$ cat config.mk
export PLATFORM = sky130hd
export DESIGN_NAME = muxn_scan
export DESIGN_NICKNAME = d
export VERILOG_FILES = /design/src/rtl/muxn_scan.sv
export SDC_FILE = /design/constraint.sdc
export NUM_CORES = 1
export LEC_CHECK = 0
export ABC_CLOCK_PERIOD_IN_PS = 2400
export BUFFER_PORTS_ARGS = -buffer_cell sky130_fd_sc_hd__buf_2
export CAP_MARGIN = 20
export CORE_MARGIN = 3
export CORE_UTILIZATION = 54
export CTS_CLUSTER_DIAMETER = 120
export CTS_CLUSTER_SIZE = 12
export DETAILED_ROUTE_END_ITERATION = 6
export GPL_ROUTABILITY_DRIVEN = 0
export PLACE_DENSITY = 0.81
export SYNTH_ARGS = -nofsm -noshare
export SYNTH_HDL_FRONTEND = slang
export SYNTH_SLANG_ARGS = --single-unit
$ cat constraint.sdc
create_clock -name CLK -period 2.4 [get_ports CLK]
set_clock_uncertainty 0.05 [all_clocks]
set_input_delay 0.12 -clock CLK [delete_from_list [all_inputs] [get_ports CLK]]
set_output_delay 0.12 -clock CLK [all_outputs]
set_load 0.05 [all_outputs]
$ cat src/rtl/muxn_scan.sv
// muxn_scan: registered N-to-1 multiplexer with a one-shot channel sequencer.
//
// MODE=0 makes it a plain registered mux steered by SELECT. MODE=1 with a
// START pulse sweeps channels 0..N-1 once, showing each for DWELL+1 cycles
// and flagging the last sample of the sweep with DONE.
//
// Output handshake: VALID high means DATA_OUT/CHANNEL carry a sample in this
// cycle. There is no ready; a consumer that does not take the sample in that
// cycle loses it.
//
// STATE exposes the sequencer state (0 = idle, 1 = scanning) for checkers.
module muxn_scan #(
    parameter int N       = 8,
    parameter int W       = 1,
    parameter int DWELL_W = 8,
    localparam int SEL_W  = $clog2(N)
) (
    input  logic               CLK,
    input  logic               RESET,
    input  logic [N*W-1:0]     DATA_IN,
    input  logic [SEL_W-1:0]   SELECT,
    input  logic               MODE,
    input  logic               START,
    input  logic [DWELL_W-1:0] DWELL,
    output logic [W-1:0]       DATA_OUT,
    output logic [SEL_W-1:0]   CHANNEL,
    output logic               VALID,
    output logic               DONE,
    output logic               STATE
);

    localparam logic [0:0] ST_IDLE = 1'b0;
    localparam logic [0:0] ST_SCAN = 1'b1;

    localparam logic [SEL_W-1:0] LAST_CH = SEL_W'(N - 1);

    logic [0:0]         state;
    logic [0:0]         state_next;
    logic [SEL_W-1:0]   ch;
    logic [SEL_W-1:0]   ch_next;
    logic [DWELL_W-1:0] cnt;
    logic [DWELL_W-1:0] cnt_next;
    logic [DWELL_W-1:0] dw;
    logic [DWELL_W-1:0] dw_next;
    logic               done_next;

    logic [W-1:0]       slice [N];
    logic               scanning;
    logic               load;
    logic [SEL_W-1:0]   pick;

    // Unpack the flat input bus into one W-bit slice per channel.
    always_comb begin
        for (int i = 0; i < N; i++) begin
            slice[i] = DATA_IN[i*W +: W];
        end
    end

    // Choose which channel gets registered this edge. Dropping MODE during a
    // sweep falls through to the manual path so the abort edge already shows
    // SELECT data.
    always_comb begin
        scanning = (state == ST_SCAN) && MODE;
        load     = !MODE || scanning;
        pick     = scanning ? ch : SELECT;
    end

    // Sequencer next-state and counter logic. The dwell value is latched at
    // start so DWELL may change freely while a sweep runs.
    always_comb begin
        state_next = state;
        ch_next    = ch;
        cnt_next   = cnt;
        dw_next    = dw;
        done_next  = 1'b0;
        case (state)
            ST_IDLE: begin
                if (MODE && START) begin
                    state_next = ST_SCAN;
                    ch_next    = '0;
                    cnt_next   = DWELL;
                    dw_next    = DWELL;
                end
            end
            ST_SCAN: begin
                if (!MODE) begin
                    state_next = ST_IDLE;
                end else if (cnt != '0) begin
                    cnt_next = cnt - 1'b1;
                end else if (ch != LAST_CH) begin
                    ch_next  = ch + 1'b1;
                    cnt_next = dw;
                end else begin
                    done_next  = 1'b1;
                    state_next = ST_IDLE;
                end
            end
            default: begin
                state_next = ST_IDLE;
            end
        endcase
    end

    // Sequencer state and counters.
    always_ff @(posedge CLK or posedge RESET) begin
        if (RESET) begin
            state <= ST_IDLE;
            ch    <= '0;
            cnt   <= '0;
            dw    <= '0;
        end else begin
            state <= state_next;
            ch    <= ch_next;
            cnt   <= cnt_next;
            dw    <= dw_next;
        end
    end

    // Registered outputs; DATA_OUT and CHANNEL hold whenever nothing is loaded.
    always_ff @(posedge CLK or posedge RESET) begin
        if (RESET) begin
            DATA_OUT <= '0;
            CHANNEL  <= '0;
            VALID    <= 1'b0;
            DONE     <= 1'b0;
        end else begin
            if (load) begin
                DATA_OUT <= slice[pick];
                CHANNEL  <= pick;
                VALID    <= 1'b1;
            end else begin
                VALID    <= 1'b0;
            end
            DONE <= done_next;
        end
    end

    assign STATE = state[0];

endmodule

# After elaboration in Yosys (flattened, before gate mapping)
# Index checks and enable logic that the tools add are counted.
[word_totals] ff_bits=26 input_bits=23
[classes] n_addsub=2 magnitude_cmp=1 eq_ne=6 muxes=24 n_bitwise=2 n_reduce_logical=8
[ops] op="$mux W8" n=4
[ops] op="$pmux W8 S2" n=1
[ops] op="$mux W3" n=5
[ops] op="$mux W1" n=11
[ops] op="$reduce_bool A8 Y1" n=1
[ops] op="$sub A8 B1 Y8 const B" n=1
[ops] op="$ne A2 B2 Y1 const B" n=3
[ops] op="$pmux W3 S2" n=1
[ops] op="$ge A4 B4 Y1 const B" n=1
[ops] op="$not A3 Y4" n=1
[ops] op="$reduce_and A4 Y1" n=1
[ops] op="$add A3 B1 Y3 const B" n=1
[ops] op="$bmux W1 S3" n=1
[ops] op="$ne A3 B1 Y1 const B" n=1
[ops] op="$ne A3 B3 Y1 const B" n=1
[ops] op="$reduce_and A3 Y1" n=1
[ops] op="$logic_and A1 B1 Y1" n=2
[ops] op="$ne A2 B1 Y1 const B" n=1
[ops] op="$pmux W1 S2" n=1
[ops] op="$reduce_and A2 Y1" n=1
[ops] op="$logic_not A1 Y1" n=1
[ops] op="$logic_or A1 B1 Y1" n=1
[ops] op="$not A1 Y1" n=1

# Depth between registers and ports, before layout
# Gate-level depths: netlist (run 1).
[depth] ltp_word=6 mapped_depth=8 depth_no_buf=7

# Least setup slack after synthesis (run 1)
# OpenSTA, ideal clock, no wires.
[synth_timing] kind="register to register" startpoint="register state (netlist: STATE)" endpoint="register DATA_OUT" setup_time_ns=0.134 t_arrival_ns=2.043 required_ns=2.216 path_slack_ns=0.173 stages_incl_launch_ff=7 n_path_buf=1 synth_period_minus_slack_ns=2.227 path_cell_list="dfrtp_1 clkbuf_1 nand2_1 mux2i_1 mux4_2 nand2_1 nand4_1"
[synth_via] elab_chain_cells=6
[synth_lines] element="start, declared" line="37" source="logic [0:0] state;"
[synth_lines] element="start signal, assigned" line="112" source="state <= state_next;"
[synth_lines] element="$logic_and A1 B1 Y1 (*)" line="63" source="scanning = (state == ST_SCAN) && MODE;"
[synth_lines] element="$mux W3" line="65" source="pick = scanning ? ch : SELECT;"
[synth_lines] element="$not A3 Y4 (not written as such)" line="128" source="DATA_OUT <= slice[pick];"
[synth_lines] element="$bmux W1 S3" line="128"
[synth_lines] element="$mux W1 (not written as such) (2 in series)" line="128"
[synth_lines] element="end signal, assigned" line="128"
[synth_lines] element="end, declared" line="25" source="output logic [W-1:0] DATA_OUT,"
# Every way passes the cells marked *; elsewhere a longest branch is shown, timed or not. The select of a mux whose other input is x is not followed.
# A chain may end at the register's enable or synchronous reset.

# Worst setup path after layout (run 1)
[layout_timing] startpoint="register cnt[2]" endpoint="register ch[1]"
[layout_via] elab_chain_cells=3
[layout_lines] element="start, declared" line="41" source="logic [DWELL_W-1:0] cnt;"
[layout_lines] element="start signal, assigned" line="114" source="cnt <= cnt_next;"
[layout_lines] element="$reduce_bool A8 Y1" line="88" source="end else if (cnt != '0) begin"
[layout_lines] element="$ne A2 B2 Y1 (no source line)"
[layout_lines] element="$reduce_and A4 Y1 (no source line)"
[layout_lines] element="end signal, assigned" line="113" source="ch <= ch_next;"
[layout_lines] element="end, declared" line="39" source="logic [SEL_W-1:0] ch;"
# No other way between the ends.

==> impl_metrics.env, run 1 <==
export IMPL_cts_sinks=26
export IMPL_synthesis_nets=182
export IMPL_violations="hold timing"
export IMPL_place_hpwl_um=2220
export IMPL_grt_start_max_net_pins=28
export IMPL_post_route_cells_drive_above_1_share_pct=25.7
export IMPL_max_cap_viol_count=0
export IMPL_ys_warn_count=0
export IMPL_timing_worst_slew_pin_value_ns=0.980
export IMPL_final_nets=219
export IMPL_number_of_remaining_drc_errors=0
export IMPL_first_iter_violations=21
export IMPL_yosys_register_bits=26
export IMPL_synth_cell_types=35
export IMPL_antenna_found_initial=0
export IMPL_status="finished, violations left"
export IMPL_timing_critical_path_slowest_stage_cell="or4_4"
export IMPL_drt_wl_total_um=3170
export IMPL_avgSynthCellArea_um2=9.51
export IMPL_first_global_vias=1228
export IMPL_synthesis_instances=155
export IMPL_grt_pass1_wl_um=5380
export IMPL_critical_path_max_fanout=6
export IMPL_mostFrequentLayoutCells="buf_2, dfrtp_1, nor2_1"
export IMPL_number_of_slew_limit_violations_in_the_final_report=0
export IMPL_core_rowCount=18
export IMPL_setup_viol=0
export IMPL_portBuffers=29
export IMPL_chipHeight_um=58.2
export IMPL_placeable_core_region_um2=2540
export IMPL_tritoncts_num_buffers=3
export IMPL_drt_pass1_iterations=4
export IMPL_dp_cells=209
export IMPL_path_clk_slew_ns=0.15
export IMPL_clock_path_buffers=2
export IMPL_layout_commonest_cell="buf_2"
export IMPL_global_route_overflow_total=0
export IMPL_achievable_clock_frequency_mhz=431
export IMPL_cts_tree="built"
export IMPL_antenna_cells=0
export IMPL_maxSlewHeadroom_pct=34.6
export IMPL_clockRootBuffer="clkbuf_4"
export IMPL_gr_usage_all_layers_pct=20.7
export IMPL_post_cts_repair_resize_count=0
export IMPL_cp_data_required_time_ns=2.59
export IMPL_ir_drop_uv=386
export IMPL_path_class="reg -> reg"
export IMPL_final_hold_worst_slack_ns=-0.00658
export IMPL_path_common_cell="or3_1"
export IMPL_synthArstFlopShare_pct=100
export IMPL_crit_buf_inv=0
export IMPL_ys_dominant_reg_cell="dfrtp_1"
export IMPL_final_hold_viol_count=1
export IMPL_cellPowerDensity_nw_per_um2=664
export IMPL_count_of_placed_standard_cells_in_the_final_layout_fillers_left_out=221
export IMPL_min_period_ns=2.32
export IMPL_fp_dieW_um=58.2
export IMPL_critical_path_cell_chain="or4_4 -> or3_1 -> or3_1 -> a31o_1"
export IMPL_die_area_um2=3390
export IMPL_clk_latency_ns=0.33
export IMPL_post_synth_instance_area_um2=1470
export IMPL_io_pins=30
export IMPL_detail_route_antenna_nets=0
export IMPL_worst_setup_path_start_kind="register"
export IMPL_drt_vias_per_instance=5.55
export IMPL_drt_wirelength_per_cell_um=14.3
export IMPL_h_tree_depth=1
export IMPL_vias=1226
export IMPL_sequential_to_total_area_share_from_yosys_stat_pct=44.1
export IMPL_rsz_0062_raised_after_global_routing="no"
export IMPL_initial_utilization_pct=57.9
export IMPL_syn_to_final_growth_pct=20.8
export IMPL_critical_path_max_stage_delay_ns=0.59
export IMPL_fin_setup_tns_ns=0
export IMPL_crit_family="simple AND/OR/NAND/NOR gates"
export IMPL_timing_hold_worst_class="in -> reg"
export IMPL_worstPathArrival_ns=2.51
export IMPL_leakage_uw=0.000821
export IMPL_number_of_enable_type_register_cells_in_the_synthesized_netlist=0
export IMPL_critPathCaptureType="register"
export IMPL_min_period_over_period_pct=96.6
## timing repair
item	in CTS	in global routing
hold buffers	8	0
endpoints found under the hold margin	35	0
buffers inserted	0	0
## area by class of cell
class / count / area (µm²)
tap: 30 / 37.5
sequential: 26 / 651
inverter: 8 / 30.0
timing repair buffer: 40 / 248
multi-input combinational: 113 / 762
clock inverter: 1 / 30.0
fill: 188 / 764
clock buffer: 3 / 22.5
## cells in the mapped netlist, types with 4 or more instances
library cell,number,area share (%)
o21ai_0,11,3.7
inv_1,8,2.0
a31oi_1,6,2.5
a21oi_1,8,2.7
mux2i_1,5,3.4
nor2_1,15,3.8
nand2b_1,5,2.1
nand2_1,12,3.1
clkbuf_1,6,1.5
ha_1,4,3.4
nor3_1,4,1.4
nand3_1,5,1.7
mux2_2,10,7.6
dfrtp_1,26,44
## worst register-to-register path, cell delays in order (launching register included)
cell,delay [ns]
dfrtp_1,0.47
or4_4,0.59
or3_1,0.39
or3_1,0.47
a31o_1,0.26
## power breakdown
group          switching (µW)  leakage [µW]  total, µW  internal, µW
clock network             135     0.0000279        304           169
logic                     175      0.000482        324           149
registers                53.4      0.000312        554           501
total                     363      0.000821       1180           819
## per-layer routing
| layer | track usage (%) | part of all wire, % | vias up |
|---|---|---|---|
| li1 | - | - | 619 |
| met1 | 25.4 | 45 | 579 |
| met2 | 36.5 | 51 | 22 |
| met3 | 2.23 | 2.5 | 6 |
| met4 | 9.27 | 1.9 | 0 |
| met5 | 0 | 0 | - |
## path summary, 6_finish.rpt
kind | startpoint | cells after the start | slack, ns | end
hold reg to reg | dw[5] | 2 | 0.46 | dw[5]
hold / removal | DWELL[5] | 3 | -0.007 | dw[5]
setup reg to reg | cnt[2] | 4 | 0.08 | ch[1]
setup / recovery | cnt[2] | 4 | 0.08 | ch[1]
max in group asynchronous | RESET | 3 | 1.21 | cnt[1]
min in group asynchronous | RESET | 3 | 0.50 | STATE
## sequential cells by signal, summed over array words and instances, names as in the netlist
signal	flops
CHANNEL	3
DATA_OUT	1
DONE	1
STATE	1
VALID	1
ch	3
cnt	8
dw	8
## logic make-up after synthesis
family,Yosys count,share of synthesized area [%]
xor gates and xnor gates,4,2.38
buffers and inverters,16,4.16
adders and majority gates,4,3.40
AOI/OAI and AO/OA,36,15.1
DFF,26,44.1
muxes,16,12.6
and+or+nand+nor,53,18.3
## through the flow
step / hold slack [ns] / area (µm²) / worst slack [ns] / utilization [%] / power (µW)
final: -0.00658 / 1780 / 0.0824 / 70.0 / 1180
after global routing: 0.0123 / 1780 / 0.00578 / 70.0 / 1250
after CTS: 0.00124 / 1780 / 0.0878 / 70.0 / 1190
after detailed placement: 0.320 / 1650 / 0.113 / 64.7 / 876
after global placement: 0.316 / 1650 / 0.196 / 64.7 / 862
after floorplan: 0.110 / 1470 / 0.173 / - / 793
No activity file was read; power rests on OpenSTA's default activity.
==> run 2, diff against run 1 <==
--- a/config.mk
+++ b/config.mk
@@ -15,6 +15,7 @@
 export DETAILED_ROUTE_END_ITERATION = 6
 export GPL_ROUTABILITY_DRIVEN = 0
 export PLACE_DENSITY = 0.81
+export RECOVER_POWER = 25
 export SYNTH_ARGS = -nofsm -noshare
 export SYNTH_HDL_FRONTEND = slang
 export SYNTH_SLANG_ARGS = --single-unit
==> run 2 against run 1 <==
  * The flow still finishes with violations (hold timing)
  * Sequential cell count is the same
  * Global-route usage unchanged
  * Maximum frequency barely moved
  * Design area down 0.42%
  * Non-clock buffer count unchanged
  * Die area unchanged
  * Sequential share of layout area grew 0.15 points
  * Power hardly changed
  * First-iteration DRC count shrank 9.5%
  * Core utilization is 0.30 points lower
  * Cell count is the same
  * Critical path type unchanged
  * Critical endpoint unchanged
  * Largest power group unchanged
==> impl_metrics.env, run 2 (synthesis gave the netlist of run 1 again) <==
export IMPL_min_period_ns=2.32
export IMPL_cts_sinks=26
export IMPL_setup_viol=0
export IMPL_vias=1224
export IMPL_final_nets=219
export IMPL_grt_pass1_wl_um=5380
export IMPL_place_hpwl_um=2220
export IMPL_cts_tree="built"
export IMPL_syn_to_final_growth_pct=20.3
export IMPL_maxSlewHeadroom_pct=34.5
export IMPL_violations="hold timing"
export IMPL_path_clk_slew_ns=0.15
export IMPL_timing_worst_slew_pin_value_ns=0.981
export IMPL_achievable_clock_frequency_mhz=431
export IMPL_drt_pass1_iterations=4
export IMPL_holdCritStartpoint="DWELL[5]"
export IMPL_rr_worst_depth=4
export IMPL_core_rowCount=18
export IMPL_clockRootBuffer="clkbuf_4"
export IMPL_io_pins=30
export IMPL_clock_path_buffers=2
export IMPL_cellPowerDensity_nw_per_um2=667
export IMPL_critical_path_max_fanout=6
export IMPL_die_area_um2=3390
export IMPL_path_class="reg -> reg"
export IMPL_number_of_slew_limit_violations_in_the_final_report=0
export IMPL_global_route_overflow_total=0
export IMPL_chipHeight_um=58.2
export IMPL_post_route_cells_drive_above_1_share_pct=22.5
export IMPL_cts_hold_repair_buffers=8
export IMPL_max_cap_viol_count=0
export IMPL_timing_rr_start="cnt[2]"
export IMPL_number_of_remaining_drc_errors=0
export IMPL_portBuffers=29
export IMPL_clk_latency_ns=0.33
export IMPL_gr_usage_all_layers_pct=20.7
export IMPL_worstPathArrival_ns=2.51
export IMPL_drt_vias_per_instance=5.54
export IMPL_initial_utilization_pct=57.9
export IMPL_placeable_core_region_um2=2540
export IMPL_antenna_cells=0
export IMPL_crit_buf_inv=0
export IMPL_critical_path_max_stage_delay_ns=0.59
export IMPL_antenna_found_initial=0
export IMPL_critical_path_cell_chain="or4_4 -> or3_1 -> or3_1 -> a31o_1"
export IMPL_h_tree_depth=1
export IMPL_final_hold_worst_slack_ns=-0.00785
export IMPL_timing_critical_path_slowest_stage_cell="or4_4"
export IMPL_final_hold_viol_count=1
export IMPL_crit_family="simple AND/OR/NAND/NOR gates"
export IMPL_path_common_cell="or3_1"
export IMPL_rrSetupSlack_ns=0.08
export IMPL_first_iter_violations=19
export IMPL_post_cts_repair_resize_count=0
export IMPL_worst_hold_path_endpoint="dw[5]"
export IMPL_layout_top_registers="cnt x8, dw x8"
export IMPL_status="finished, violations left"
export IMPL_grt_start_max_net_pins=28
export IMPL_min_period_over_period_pct=96.6
export IMPL_detail_route_antenna_nets=0
export IMPL_regToRegEndpoint="ch[1]"
export IMPL_drt_wl_total_um=3180
export IMPL_rsz_0062_raised_after_global_routing="no"
export IMPL_fin_setup_tns_ns=0
export IMPL_fp_dieW_um=58.2
export IMPL_leakage_uw=0.000804
export IMPL_timing_hold_worst_class="in -> reg"
export IMPL_first_global_vias=1228
export IMPL_mostFrequentLayoutCells="dfrtp_1, buf_2, nor2_1"
export IMPL_drt_wirelength_per_cell_um=14.4
export IMPL_tritoncts_num_buffers=3
export IMPL_cts_setup_buffers=0
export IMPL_critPathCaptureType="register"
export IMPL_layout_commonest_cell="dfrtp_1"
export IMPL_ir_drop_uv=387
export IMPL_worst_setup_path_start_kind="register"
export IMPL_cp_data_required_time_ns=2.59
export IMPL_whs_path_cells=3
run 2: final cells by class:
| type | count | area, µm² |
|---|---|---|
| fill | 194 | 772 |
| multi-input combinational | 113 | 762 |
| sequential | 26 | 651 |
| timing repair buffer | 40 | 240 |
| tap | 30 | 37.5 |
| clock inverter | 1 | 30.0 |
| inverter | 8 | 30.0 |
| clock buffer | 3 | 22.5 |
run 2: metal layers:
metal	global-route usage [%]	vias up	part of all wire [%]	wire (µm)
li1	-	618	-	-
met1	25.4	581	45	1430
met2	36.5	19	51	1610
met3	2.23	6	2.4	75
met4	9.27	0	1.9	61
met5	0	-	0	0
run 2: metrics by stage:
| stage | setup slack, ns | util (%) | power [µW] | area, µm² | instances |
|---|---|---|---|---|---|
| final | 0.0821 | 69.7 | 1180 | 1770 | 221 |
| after global placement | 0.196 | 64.7 | 862 | 1650 | 209 |
| after floorplan | 0.173 | - | 793 | 1470 | 155 |
| after detailed placement | 0.113 | 64.7 | 876 | 1650 | 209 |
| after CTS | 0.0878 | 70.0 | 1190 | 1780 | 221 |
| after global routing | 0.00578 | 69.7 | 1250 | 1770 | 221 |
run 2: tightest hold or removal path: stages:
cell,delay [ns]
buf_2,0.09
inv_1,0.05
o21ai_0,0.08
run 2: how the worst max path moves through the flow:
stage | startpoint | end | slack [ns] | cells after the start
2_1_floorplan | STATE | DATA_OUT | 0.17 | 6
3_3_place_gp | cnt[2] | ch[1] | 0.20 | 4
3_5_place_dp | cnt[2] | ch[1] | 0.11 | 4
4_1_cts | cnt[2] | ch[1] | 0.09 | 4
5_1_grt | cnt[2] | cnt[0] | 0.006 | 5
6_report | cnt[2] | ch[1] | 0.08 | 4
run 2: power breakdown:
part | internal [µW] | total [µW] | switching, µW
clock | 169 | 305 | 136
combinational | 147 | 322 | 175
sequential | 501 | 555 | 53.7
